==> src/rtl/proc_pkg.sv <==
// Shared encodings for the lab-10 processor control unit: opcodes, branch
// conditions, bus select codes, ALU operations and controller states.
package proc_pkg;

  typedef enum logic [2:0] {
    OP_MV  = 3'd0,
    OP_MVT = 3'd1,
    OP_ADD = 3'd2,
    OP_SUB = 3'd3,
    OP_LD  = 3'd4,
    OP_ST  = 3'd5,
    OP_AND = 3'd6,
    OP_B   = 3'd7
  } opcode_e;

  typedef enum logic [2:0] {
    CC_AL = 3'd0,
    CC_EQ = 3'd1,
    CC_NE = 3'd2,
    CC_CC = 3'd3,
    CC_CS = 3'd4,
    CC_PL = 3'd5,
    CC_MI = 3'd6,
    CC_NV = 3'd7
  } cond_e;

  typedef enum logic [1:0] {
    ALU_ADD = 2'd0,
    ALU_SUB = 2'd1,
    ALU_AND = 2'd2
  } alu_op_e;

  typedef enum logic [2:0] {
    S_IDLE,
    S_FETCH,
    S_WAIT,
    S_LOADIR,
    S_EX1,
    S_EX2,
    S_EX3
  } state_e;

  localparam logic [3:0] SEL_PC  = 4'd7;
  localparam logic [3:0] SEL_G   = 4'd8;
  localparam logic [3:0] SEL_DIN = 4'd9;
  localparam logic [3:0] SEL_DZX = 4'd10;
  localparam logic [3:0] SEL_DHI = 4'd11;
  localparam logic [3:0] SEL_DSX = 4'd12;

  localparam logic [7:0] R_PC = 8'h80;

endpackage

==> src/rtl/proc_ctrl_if.sv <==
// Control/status bundle between the control unit (master) and the datapath (slave).
interface proc_ctrl_if;
  logic        Run;
  logic [15:0] IR;
  logic        Z;
  logic        N;
  logic        C;
  logic [3:0]  Sel;
  logic [7:0]  R_in;
  logic        A_in;
  logic        G_in;
  logic        F_in;
  logic [1:0]  AluOp;
  logic        ADDR_in;
  logic        DOUT_in;
  logic        W_D;
  logic        IR_in;
  logic        pc_incr;
  logic        Done;

  modport master (
    input  Run, IR, Z, N, C,
    output Sel, R_in, A_in, G_in, F_in, AluOp, ADDR_in, DOUT_in, W_D,
           IR_in, pc_incr, Done
  );

  modport slave (
    output Run, IR, Z, N, C,
    input  Sel, R_in, A_in, G_in, F_in, AluOp, ADDR_in, DOUT_in, W_D,
           IR_in, pc_incr, Done
  );
endinterface

==> src/rtl/proc_decode.sv <==
// Instruction field split, one-hot rX and branch-condition evaluation.
module proc_decode
  import proc_pkg::*;
(
  input  logic [15:0] IR,
  input  logic        Z,
  input  logic        N,
  input  logic        C,
  output opcode_e     op,
  output logic        imm,
  output logic [2:0]  rx,
  output logic [2:0]  ry,
  output logic [7:0]  rx_oh,
  output logic        cond_true
);

  // D is consumed by the datapath only; fold the unused bits here.
  logic unused_d;
  assign unused_d = ^IR[8:3];

  assign op    = opcode_e'(IR[15:13]);
  assign imm   = IR[12];
  assign rx    = IR[11:9];
  assign ry    = IR[2:0];
  assign rx_oh = 8'd1 << rx;

  always_comb begin
    cond_true = 1'b0;
    case (cond_e'(rx))
      CC_AL:   cond_true = 1'b1;
      CC_EQ:   cond_true = Z;
      CC_NE:   cond_true = ~Z;
      CC_CC:   cond_true = ~C;
      CC_CS:   cond_true = C;
      CC_PL:   cond_true = ~N;
      CC_MI:   cond_true = N;
      CC_NV:   cond_true = 1'b0;
      default: cond_true = 1'b0;
    endcase
  end

endmodule

==> src/rtl/proc_ctrl.sv <==
// Multi-cycle fetch/decode/execute sequencer for the lab-10 16-bit datapath.
module proc_ctrl
  import proc_pkg::*;
#(
  parameter int unsigned MEM_WAIT = 1
) (
  input  logic        Clock,
  input  logic        Reset,
  proc_ctrl_if.master bus
);

  localparam logic [1:0] WAIT_LOAD = 2'(MEM_WAIT);

  state_e     state, state_nx;
  logic [1:0] wait_cnt, wait_nx;

  opcode_e    op;
  logic       imm;
  logic [2:0] rx, ry;
  logic [7:0] rx_oh;
  logic       cond_true;

  logic [3:0] sel;
  logic [7:0] r_in;
  logic       a_in, g_in, f_in, addr_in, dout_in, w_d, ir_in, pc_incr, done;
  alu_op_e    alu_op;

  proc_decode u_decode (
    .IR       (bus.IR),
    .Z        (bus.Z),
    .N        (bus.N),
    .C        (bus.C),
    .op       (op),
    .imm      (imm),
    .rx       (rx),
    .ry       (ry),
    .rx_oh    (rx_oh),
    .cond_true(cond_true)
  );

  always_ff @(posedge Clock or posedge Reset) begin
    if (Reset) begin
      state    <= S_IDLE;
      wait_cnt <= '0;
    end else begin
      state    <= state_nx;
      wait_cnt <= wait_nx;
    end
  end

  always_comb begin
    state_nx = state;
    wait_nx  = wait_cnt;
    sel      = '0;
    r_in     = '0;
    a_in     = 1'b0;
    g_in     = 1'b0;
    f_in     = 1'b0;
    alu_op   = ALU_ADD;
    addr_in  = 1'b0;
    dout_in  = 1'b0;
    w_d      = 1'b0;
    ir_in    = 1'b0;
    pc_incr  = 1'b0;
    done     = 1'b0;

    case (state)
      S_IDLE: if (bus.Run) state_nx = S_FETCH;

      S_FETCH: begin
        sel      = SEL_PC;
        addr_in  = 1'b1;
        pc_incr  = 1'b1;
        wait_nx  = WAIT_LOAD;
        state_nx = S_WAIT;
      end

      S_WAIT: begin
        if (wait_cnt <= 2'd1) state_nx = S_LOADIR;
        else                  wait_nx  = wait_cnt - 2'd1;
      end

      S_LOADIR: begin
        ir_in    = 1'b1;
        state_nx = S_EX1;
      end

      S_EX1: begin
        case (op)
          OP_MV: begin
            sel  = imm ? SEL_DZX : {1'b0, ry};
            r_in = rx_oh;
            done = 1'b1;
          end
          OP_MVT: begin
            if (imm) begin
              sel  = SEL_DHI;
              r_in = rx_oh;
            end
            done = 1'b1;
          end
          OP_ADD, OP_SUB, OP_AND: begin
            sel      = {1'b0, rx};
            a_in     = 1'b1;
            state_nx = S_EX2;
          end
          OP_LD, OP_ST: begin
            if (imm) begin
              done = 1'b1;
            end else begin
              sel      = {1'b0, ry};
              addr_in  = 1'b1;
              wait_nx  = WAIT_LOAD;
              state_nx = S_EX2;
            end
          end
          OP_B: begin
            if (cond_true) begin
              sel      = SEL_PC;
              a_in     = 1'b1;
              state_nx = S_EX2;
            end else begin
              done = 1'b1;
            end
          end
        endcase
      end

      S_EX2: begin
        case (op)
          OP_ADD, OP_SUB, OP_AND: begin
            sel      = imm ? SEL_DZX : {1'b0, ry};
            g_in     = 1'b1;
            f_in     = 1'b1;
            alu_op   = (op == OP_ADD) ? ALU_ADD : (op == OP_SUB) ? ALU_SUB : ALU_AND;
            state_nx = S_EX3;
          end
          OP_LD: begin
            if (wait_cnt <= 2'd1) state_nx = S_EX3;
            else                  wait_nx  = wait_cnt - 2'd1;
          end
          OP_ST: begin
            sel     = {1'b0, rx};
            dout_in = 1'b1;
            w_d     = 1'b1;
            done    = 1'b1;
          end
          OP_B: begin
            sel      = SEL_DSX;
            g_in     = 1'b1;
            alu_op   = ALU_ADD;
            state_nx = S_EX3;
          end
          default: state_nx = S_IDLE;
        endcase
      end

      S_EX3: begin
        case (op)
          OP_ADD, OP_SUB, OP_AND: begin
            sel  = SEL_G;
            r_in = rx_oh;
            done = 1'b1;
          end
          OP_B: begin
            sel  = SEL_G;
            r_in = R_PC;
            done = 1'b1;
          end
          OP_LD: begin
            sel  = SEL_DIN;
            r_in = rx_oh;
            done = 1'b1;
          end
          default: state_nx = S_IDLE;
        endcase
      end

      default: state_nx = S_IDLE;
    endcase

    // Run is only consulted once the instruction completes, so dropping it never aborts.
    if (done) state_nx = bus.Run ? S_FETCH : S_IDLE;
  end

  assign bus.Sel     = sel;
  assign bus.R_in    = r_in;
  assign bus.A_in    = a_in;
  assign bus.G_in    = g_in;
  assign bus.F_in    = f_in;
  assign bus.AluOp   = alu_op;
  assign bus.ADDR_in = addr_in;
  assign bus.DOUT_in = dout_in;
  assign bus.W_D     = w_d;
  assign bus.IR_in   = ir_in;
  assign bus.pc_incr = pc_incr;
  assign bus.Done    = done;

endmodule

==> src/flat_wrapper.sv <==
// flat-port wrapper written by rule: the top's interface ports become plain ports
module proc_ctrl_flat import proc_pkg::*;
#(
  parameter int unsigned MEM_WAIT = 1
)
  (Clock, Reset, bus_Run, bus_IR, bus_Z, bus_N, bus_C, bus_Sel, bus_R_in, bus_A_in, bus_G_in, bus_F_in, bus_AluOp, bus_ADDR_in, bus_DOUT_in, bus_W_D, bus_IR_in, bus_pc_incr, bus_Done);
  proc_ctrl_if bus_i ();
  input  logic Clock;
  input  logic Reset;
  input wire logic [$bits(bus_i.Run)-1:0] bus_Run;
  input wire logic [$bits(bus_i.IR)-1:0] bus_IR;
  input wire logic [$bits(bus_i.Z)-1:0] bus_Z;
  input wire logic [$bits(bus_i.N)-1:0] bus_N;
  input wire logic [$bits(bus_i.C)-1:0] bus_C;
  output wire logic [$bits(bus_i.Sel)-1:0] bus_Sel;
  output wire logic [$bits(bus_i.R_in)-1:0] bus_R_in;
  output wire logic [$bits(bus_i.A_in)-1:0] bus_A_in;
  output wire logic [$bits(bus_i.G_in)-1:0] bus_G_in;
  output wire logic [$bits(bus_i.F_in)-1:0] bus_F_in;
  output wire logic [$bits(bus_i.AluOp)-1:0] bus_AluOp;
  output wire logic [$bits(bus_i.ADDR_in)-1:0] bus_ADDR_in;
  output wire logic [$bits(bus_i.DOUT_in)-1:0] bus_DOUT_in;
  output wire logic [$bits(bus_i.W_D)-1:0] bus_W_D;
  output wire logic [$bits(bus_i.IR_in)-1:0] bus_IR_in;
  output wire logic [$bits(bus_i.pc_incr)-1:0] bus_pc_incr;
  output wire logic [$bits(bus_i.Done)-1:0] bus_Done;
  assign bus_i.Run = bus_Run;
  assign bus_i.IR = bus_IR;
  assign bus_i.Z = bus_Z;
  assign bus_i.N = bus_N;
  assign bus_i.C = bus_C;
  assign bus_Sel = bus_i.Sel;
  assign bus_R_in = bus_i.R_in;
  assign bus_A_in = bus_i.A_in;
  assign bus_G_in = bus_i.G_in;
  assign bus_F_in = bus_i.F_in;
  assign bus_AluOp = bus_i.AluOp;
  assign bus_ADDR_in = bus_i.ADDR_in;
  assign bus_DOUT_in = bus_i.DOUT_in;
  assign bus_W_D = bus_i.W_D;
  assign bus_IR_in = bus_i.IR_in;
  assign bus_pc_incr = bus_i.pc_incr;
  assign bus_Done = bus_i.Done;
  proc_ctrl #(.MEM_WAIT(MEM_WAIT)) u_core (.Clock(Clock), .Reset(Reset), .bus(bus_i));
endmodule
==> config.mk <==
export PLATFORM = sky130hd
export DESIGN_NAME = proc_ctrl_flat
export DESIGN_NICKNAME = d
export VERILOG_FILES = /design/src/rtl/proc_pkg.sv /design/src/rtl/proc_ctrl_if.sv /design/src/rtl/proc_decode.sv /design/src/rtl/proc_ctrl.sv /design/src/flat_wrapper.sv
export SDC_FILE = /design/constraint.sdc
export NUM_CORES = 1
export LEC_CHECK = 0
export ABC_AREA = 0
export BUFFER_PORTS_ARGS = -buffer_cell sky130_fd_sc_hd__buf_2
export CAP_MARGIN = 10
export CELL_PAD_IN_SITES_DETAIL_PLACEMENT = 1
export CELL_PAD_IN_SITES_GLOBAL_PLACEMENT = 1
export CORE_ASPECT_RATIO = 1.5
export CORE_MARGIN = 1.5
export CORE_UTILIZATION = 33
export DETAILED_ROUTE_END_ITERATION = 10
export GPL_TIMING_DRIVEN = 0
export PLACE_DENSITY_LB_ADDON = 0.15
export SYNTH_ARGS = -nofsm -noshare
export SYNTH_HDL_FRONTEND = slang
export SYNTH_SLANG_ARGS = --single-unit
==> constraint.sdc <==
create_clock -name Clock -period 4.6 [get_ports Clock]
set_input_delay 0.69 -clock Clock [delete_from_list [all_inputs] [get_ports Clock]]
set_output_delay 0.69 -clock Clock [all_outputs]
set_load 0.01 [all_outputs]
== Yosys cells after proc, flatten, opt, wreduce, memory -nomap -nowiden ==
Index checks and enable logic that the tools add are counted.

* Flip-flop bits (word level): 5
* Input port bits: 22
* Output and inout port bits: 23
* Word-level logic and storage cells: 103

* Add/subtract/negate cells: 1
* $lt $le $gt $ge: 1
* Equality and inequality tests: 31
* Shift operators: 1
* Muxes and demuxes: 52
* Bitwise operators: 3
* Reduce and logical (&&, ||, !) cells: 12

{| class="wikitable"
|+ Operators by type and width
! kind !! count
|-
| one-hot mux 8 bit (2 select lines) || 3
|-
| == test 3 bit, second input constant || 11
|-
| 2-to-1 mux 3 bit || 9
|-
| one-hot mux 3 bit (7 select lines) || 1
|-
| one-hot mux 4 bit (5 select lines) || 1
|-
| == test 3 x 2 -> 1 bit, second input constant || 6
|-
| one-hot mux 3 bit (3 select lines) || 2
|-
| 2-to-1 mux 1 bit || 16
|-
| 2-to-1 mux 2 bit || 8
|-
| one-hot mux 4 bit (4 select lines) || 1
|-
| one-hot mux 4 bit (3 select lines) || 1
|-
| == test 3 x 1 -> 1 bit, second input constant || 3
|-
| logical NOT 3 bit || 3
|-
| inequality test 3 bit, second input constant || 3
|-
| 2-to-1 mux 4 bit || 2
|-
| 2-to-1 mux 8 bit || 1
|-
| inequality test 4 x 3 -> 1 bit, second input constant || 2
|-
| one-hot mux 1 bit (8 select lines) || 1
|-
| one-hot mux 2 bit (4 select lines) || 1
|-
| one-hot mux 4 bit (2 select lines) || 1
|-
| AND reduction 8 bit || 1
|-
| OR reduction 4 bit || 2
|-
| left shift 1 x 3 -> 8 bit, first input constant || 1
|-
| one-hot mux 1 bit (3 select lines) || 2
|-
| 14 further kinds || 19
|}

== Longest topological paths before layout ==
Gate-level depths: netlist (run 1).

* Word-level depth: 7
* Gate-level depth with buffers: 6
* Depth with buffers taken out: 6

== By module ==
From an unflattened synthesis (run 1), not the netlist that was laid out.

* Cells, all modules: 169
* Area, all modules: 1182.4 µm²

{| class="wikitable"
|+ By module, submodules not included
! module !! times used !! cells each !! area an instance (µm²) !! sequential area each (µm²)
|-
| proc_ctrl || 1 || 138 || 960.9 || 125.1
|-
| proc_decode || 1 || 31 || 221.5 || 0.0
|}

== Worst setup path before layout (run 1) ==
No wires, ideal clock.

* Path type: input port to output port
* From: in bus_IR[13]
* To: out bus_Done
* Arrival time: 1.921 ns
* Required time: 3.910 ns
* Path slack: 1.989 ns
* Cell stages on the path: 5
* Path buffers: 1
* Cells stage by stage: clkbuf_1 nand2_1 nor3_1 or2_2 a21o_1

* Word-level cells in the longest chain between the ends: 4
* Elaborated cells between the ends (all ways): 15
* Those cells by class: eq/ne (7); mux (4); reduce/logical (4)

{| class="wikitable"
|+ Ends and longest elaborated chain
! what !! line !! text
|-
| start: declaration || flat_wrapper.sv:11 || <nowiki>input wire logic [$bits(bus_i.IR)-1:0] bus_IR;</nowiki>
|-
| == test 3 bit (tied with other cells) || proc_ctrl.sv:89, proc_ctrl.sv:130 ||
|-
| OR reduction 2 bit (tied with other cells) || proc_ctrl.sv:89 || <nowiki>case (op)</nowiki>
|-
| one-hot mux 1 bit (3 select lines) / 2-to-1 mux 1 bit (equally long branches) || proc_ctrl.sv:89, proc_ctrl.sv:159 ||
|-
| one-hot mux 1 bit (3 select lines) * || proc_ctrl.sv:67 || <nowiki>case (state)</nowiki>
|-
| end: declaration || flat_wrapper.sv:26 || <nowiki>output wire logic [$bits(bus_i.Done)-1:0] bus_Done;</nowiki>
|}

Every way passes the cells marked *; elsewhere a longest branch is shown, timed or not.

== Final worst setup path (run 1) ==
Ends and elaborated chain as after synthesis.

==> results_dict.tcl, run 1 <==
set metrics [dict create \
    status "completed" \
    slowest_delay_ns 0.61 \
    place_inst 214 \
    firstDrtPassIters 4 \
    numPortBuffers 36 \
    ys_top_cells_by_count "nor2_1, nand2_1, inv_1, nand2b_1, o21ai_0" \
    die_x_um 46.9 \
    synth-edff-count 0 \
    ioPinCount 45 \
    synth_area_leader_cell "dfrtp_1" \
    placed_area_mm2 0.00118 \
    ant_nets 0 \
    nets 205 \
    dp_hpwl_um 2730 \
    cts.repair.resized 0 \
    r2r-start "u_core.wait_cnt[0]" \
    drtIter0Drc 14 \
    yosys.area_share.simple 0.385 \
    slew_viol_final 0 \
    async_reset_ff_frac 1.00 \
    hold_buffers 0 \
    endpoint "bus_Done" \
    path_max_fanout 10 \
    synth_top_area_share 0.131 \
    yosysWarnings 0 \
    syn_to_final_growth_pct 28.4 \
    seq_area_um2 125 \
    finClkSkew_ns 0.000663 \
    fillers 394 \
    clk_pin_slew_ns 0.04 \
    reg2reg_slack_ns 2.67 \
    rr_endpoint "u_core.wait_cnt[0]" \
    synth_cell_type_count 45 \
    cts.path.max_buffers 2 \
    synth_xor_xnor_area_share 0 \
    cts_htree_levels 1 \
    endpoint_kind "output port" \
    maxCapViolCount 0 \
    cts_tree "built" \
    synth_compound_area_frac 0.335 \
    period_needed_ns 3.07 \
    seq_area_frac_synth 0.131 \
    routed_via_density 5.56 \
    tightest_slew_ns 0.580 \
    grt.total_usage 0.234 \
    drc 0 \
    multi_input_area_um2 733 \
    path_cells "buf_2 > clkbuf_1 > nand2_1 > o311ai_1 > a21o_1 > buf_2" \
    crit_top_cell "buf_2" \
    synth_top_family_by_area "simple AND/OR/NAND/NOR gates" \
    worstPathRequired_ns 3.91 \
    ys_ff_latch 5 \
    cp-startpoint "bus_IR[13]" \
    post-cts-setup-buffers 0 \
    fin_crit_sh 0.667 \
    grt_max_degree 11 \
    grt_pass1_wl_um 5540 \
    gp_congestion 0.859 \
    criticalPathCategory "input pin to output port" \
    final.setup.tns_ns 0 \
    instances_no_fill 218 \
    fmax_mhz 326 \
    coreArea_mm2 0.00271 \
    syn_area_per_cell_um2 6.78 \
    p_per_area_mw_per_mm2 368 \
    rsz0062_at_grt "false" \
    fin_area_mm2 0.00123 \
    grt-ovfl-total 0 \
    drive_gt1_frac 0.315 \
    antenna_found_initial 0 \
    start_util 0.353 \
    synthAdderAreaFrac 0.0131 \
    num_vias 1213 \
    clockRootBuffer "clkbuf_8" \
    critPathSlowestCell "o311ai_1" \
    crit_arrival_ns 2.38 \
    grt_pass1_vias 1288 \
    setup_viol 0 \
    p_leak_uw 0.000568 \
    ir_drop_v 0.000191 \
    post_drt_wl_per_cell_um 15.3 \
    synthesis.area_um2 956 \
    routed_wl_um 3340 \
    clock-sinks 5 \
    hold_violations 0 \
    synth.most_common_cell "nor2_1" \
    cts_buffers 3 \
    maxSlewHeadroom 0.607 \
    synthCells 141 \
    hold_class "input pin to async pin" \
    rows 23 \
    synth-main-ff-cell "dfrtp_1" \
    dieArea_mm2 0.00324 \
    utilization 0.454 \
    clk_latency_ns 0.23 \
    r2r_cells 5 \
    synth.area.top_cells "dfrtp_1, nor2_1, nand2b_1, nand2_1, inv_1" \
    synth_mux_area_frac 0.0340 \
    cp-start-kind "input pin" \
    diodes 0 \
    dieHeight_um 68.9 \
    syn_nets 164 \
]
critical path: cells and delay by family:
| kind | cells | cell delay, ns |
|---|---|---|
| AND/OR/NAND/NOR | 1 | 0.29 |
| buffers and inverters | 3 | 0.60 |
| AO/OA/AOI/OAI | 2 | 0.81 |
flip-flops by register name, summed over array words and instances, names as in the netlist:
register / count
u_core.state: 3
u_core.wait_cnt: 2
how the worst min path moves through the flow:
stage                       startpoint            endpoint  depth (start not counted)
global placement    u_core.wait_cnt[0]  u_core.wait_cnt[0]                          1
CTS                              Reset     u_core.state[0]                          2
detailed placement  u_core.wait_cnt[0]  u_core.wait_cnt[0]                          1
global route                     Reset     u_core.state[2]                          2
floorplan                        Reset     u_core.state[0]                          1
finish                           Reset     u_core.state[2]                          2
cells in the final DEF, fill, tap and decap left out, types with 3 or more instances in the layout:
cell       n
clkbuf_8   3
a211oi_1   3
buf_2     42
a21oi_1    6
nor2b_1    5
and3_1     3
and2_1     3
nand2b_1   9
inv_1     10
o211ai_1   4
nand3_1    4
a31oi_1    4
clkbuf_1   4
o21ai_0    7
nand2_1   11
nor2_1    16
dfrtp_1    5
o221ai_1   3
nor3_1     3
through the flow:
step | hold slack (ns) | setup WS, ns | power, uW
2_1_floorplan | 0.469 | 1.99 | 276
3_3_place_gp | 0.520 | 1.58 | 359
3_5_place_dp | 0.548 | 1.55 | 369
4_1_cts | 0.356 | 1.55 | 457
5_1_grt | 0.381 | 1.44 | 490
6_report | 0.352 | 1.53 | 452
cell type report:
| cell class | count | area share |
|---|---|---|
| Multi-Input combinational cell | 114 | 0.597 |
| Tap cell | 37 | 0.0377 |
| Inverter | 10 | 0.0306 |
| Clock buffer | 4 | 0.0367 |
| Buffer | 12 | 0.0489 |
| Sequential cell | 5 | 0.102 |
| Timing Repair Buffer | 36 | 0.147 |
routing by layer:
| metal | GRT usage | part of all wire | vias up |
|---|---|---|---|
| li1 | - | - | 592 |
| met1 | 0.234 | 0.38 | 577 |
| met2 | 0.450 | 0.55 | 35 |
| met3 | 0.0234 | 0.042 | 9 |
| met4 | 0.118 | 0.025 | 0 |
| met5 | 0 | 0 | - |
logic make-up (layout without fill, tap and decap cells):
family | Yosys count | in the layout
and+or+nand+nor | 67 | 67
AOI/OAI and AO/OA | 43 | 43
buffers and inverters | 22 | 62
DFF | 5 | 5
muxes | 3 | 3
adders and majority gates | 1 | 1
power by group:
group          switching, uW  internal, uW
combinational            172           122
clock                   24.9          59.8
sequential              11.9          60.1
total                    209           242
Power figures use the tool's default switching activity.
==> inputs of run 2 (changes only) <==
--- a/config.mk
+++ b/config.mk
@@ -12,7 +12,7 @@
 export CELL_PAD_IN_SITES_GLOBAL_PLACEMENT = 1
 export CORE_ASPECT_RATIO = 1.5
 export CORE_MARGIN = 1.5
-export CORE_UTILIZATION = 33
+export CORE_UTILIZATION = 31
 export DETAILED_ROUTE_END_ITERATION = 10
 export GPL_TIMING_DRIVEN = 0
 export PLACE_DENSITY_LB_ADDON = 0.15
==> constraint.sdc (replaced) <==
create_clock -name Clock -period 3.1 [get_ports Clock]
set_input_delay 0.465 -clock Clock [delete_from_list [all_inputs] [get_ports Clock]]
set_output_delay 0.465 -clock Clock [all_outputs]
set_load 0.01 [all_outputs]
==> results_dict.tcl, run 2 (synthesis results as in run 1) <==
set metrics [dict create \
    largest_reg_flops 3 \
    routed_via_density 5.47 \
    hold_class "input pin to async pin" \
    finClkSkew_ns 0.00291 \
    dieHeight_um 71.0 \
    r2r-start "u_core.wait_cnt[0]" \
    final.setup.tns_ns 0 \
    clk_latency_ns 0.22 \
    drtIter0Drc 23 \
    nets 205 \
    maxCapViolCount 0 \
    grt_pass1_wl_um 5920 \
    ant_nets 0 \
    criticalPathCategory "input pin to output port" \
    fin_crit_sh 0.830 \
    status "completed" \
    p_per_area_mw_per_mm2 544 \
    cts_buffers 3 \
    gp_congestion 0.879 \
    clk_pin_slew_ns 0.04 \
    instances_no_fill 220 \
    r2r_cells 5 \
    endpoint_kind "output port" \
    grt_max_degree 11 \
    cts.repair.resized 0 \
    fin_area_mm2 0.00123 \
    tightest_slew_ns 0.533 \
    cts.path.max_buffers 2 \
    dp_hpwl_um 2810 \
    dieArea_mm2 0.00343 \
    place_inst 216 \
    ir_drop_v 0.000312 \
    setup_ws_ns 0.526 \
    top_register "u_core.state" \
    cts_htree_levels 1 \
    maxSlewHeadroom 0.639 \
    worstPathRequired_ns 2.63 \
    hold_buffers 0 \
    syn_to_final_growth_pct 28.7 \
    slew_viol_final 0 \
    setup_viol 0 \
    num_vias 1204 \
    routed_wl_um 3400 \
    place_ws_ns 0.504 \
    antenna_found_initial 0 \
    die_x_um 48.3 \
    diodes 0 \
    rows 24 \
    path_max_fanout 10 \
    period_needed_ns 2.57 \
    coreArea_mm2 0.00291 \
    rr_endpoint "u_core.wait_cnt[0]" \
    numPortBuffers 36 \
    cts_tree "built" \
    power_uw 669 \
    post-cts-setup-buffers 0 \
    top_regs "u_core.state: 3 flops, u_core.wait_cnt: 2 flops" \
    grt-ovfl-total 0 \
    fillers 402 \
    p_leak_uw 0.000568 \
    final_common_cell "buf_2" \
    cp-start-kind "input pin" \
    firstDrtPassIters 4 \
    grt_pass1_vias 1323 \
    reg2reg_slack_ns 1.16 \
    fmax_mhz 388 \
    clockRootBuffer "clkbuf_8" \
    start_util 0.328 \
    grt.total_usage 0.211 \
    clock-sinks 5 \
    post_drt_wl_per_cell_um 15.4 \
    crit_arrival_ns 2.11 \
    drive_gt1_frac 0.315 \
    hold_violations 0 \
    cp-startpoint "bus_IR[13]" \
    drc 0 \
    placed_area_mm2 0.00118 \
    ioPinCount 45 \
    rsz0062_at_grt "false" \
    layout_common_cells "buf_2, nor2_1, nand2_1" \
]
-- run 2: cell counts in the layout (fill, tap and decap cells not counted) --
No cell type changed its count.
-- run 2: worst max-delay path, stage by stage --
cell and delay [ns]:
buf_2 0.08, clkbuf_1 0.39, nand2_1 0.29, o311ai_1 0.57
a21o_1 0.19, buf_2 0.12
-- run 2: routing by layer --
layer,vias to the layer above,GRT usage,part of all wire
met4,0,0.0698,0.0091
met2,30,0.426,0.56
met1,575,0.225,0.40
li1,595,-,-
met5,-,0,0
met3,4,0.0190,0.033
-- run 2: worst max path at each step --
stage,endpoint,slack [ns],cells after the start
5_1_grt,bus_Done,0.38,6
3_3_place_gp,bus_Done,0.54,6
6_report,bus_Done,0.53,6
4_1_cts,bus_Done,0.52,6
3_5_place_dp,bus_Done,0.50,6
2_1_floorplan,bus_Done,0.94,5
-- run 2: final cells by class --
| cell class | instances | area, um^2 | share of cell area |
|---|---|---|---|
| Multi-Input combinational cell | 114 | 733 | 0.596 |
| Timing Repair Buffer | 36 | 180 | 0.146 |
| Sequential cell | 5 | 125 | 0.102 |
| Buffer | 12 | 60.1 | 0.0488 |
| Tap cell | 39 | 48.8 | 0.0397 |
| Clock buffer | 4 | 45.0 | 0.0366 |
| Inverter | 10 | 37.5 | 0.0305 |
-- run 2: stage by stage --
stage	hold WS, ns	utilization
final	0.131	0.422
after CTS	0.138	0.422
after global placement	0.367	0.407
after detailed placement	0.375	0.407
after floorplan	0.244	-
after global routing	0.143	0.422
-- run 2: report_power, final --
group | internal, uW | switching, uW | total (uW)
Sequential | 89.2 | 17.8 | 107
Clock | 88.7 | 36.3 | 125
Combinational | 182 | 256 | 437
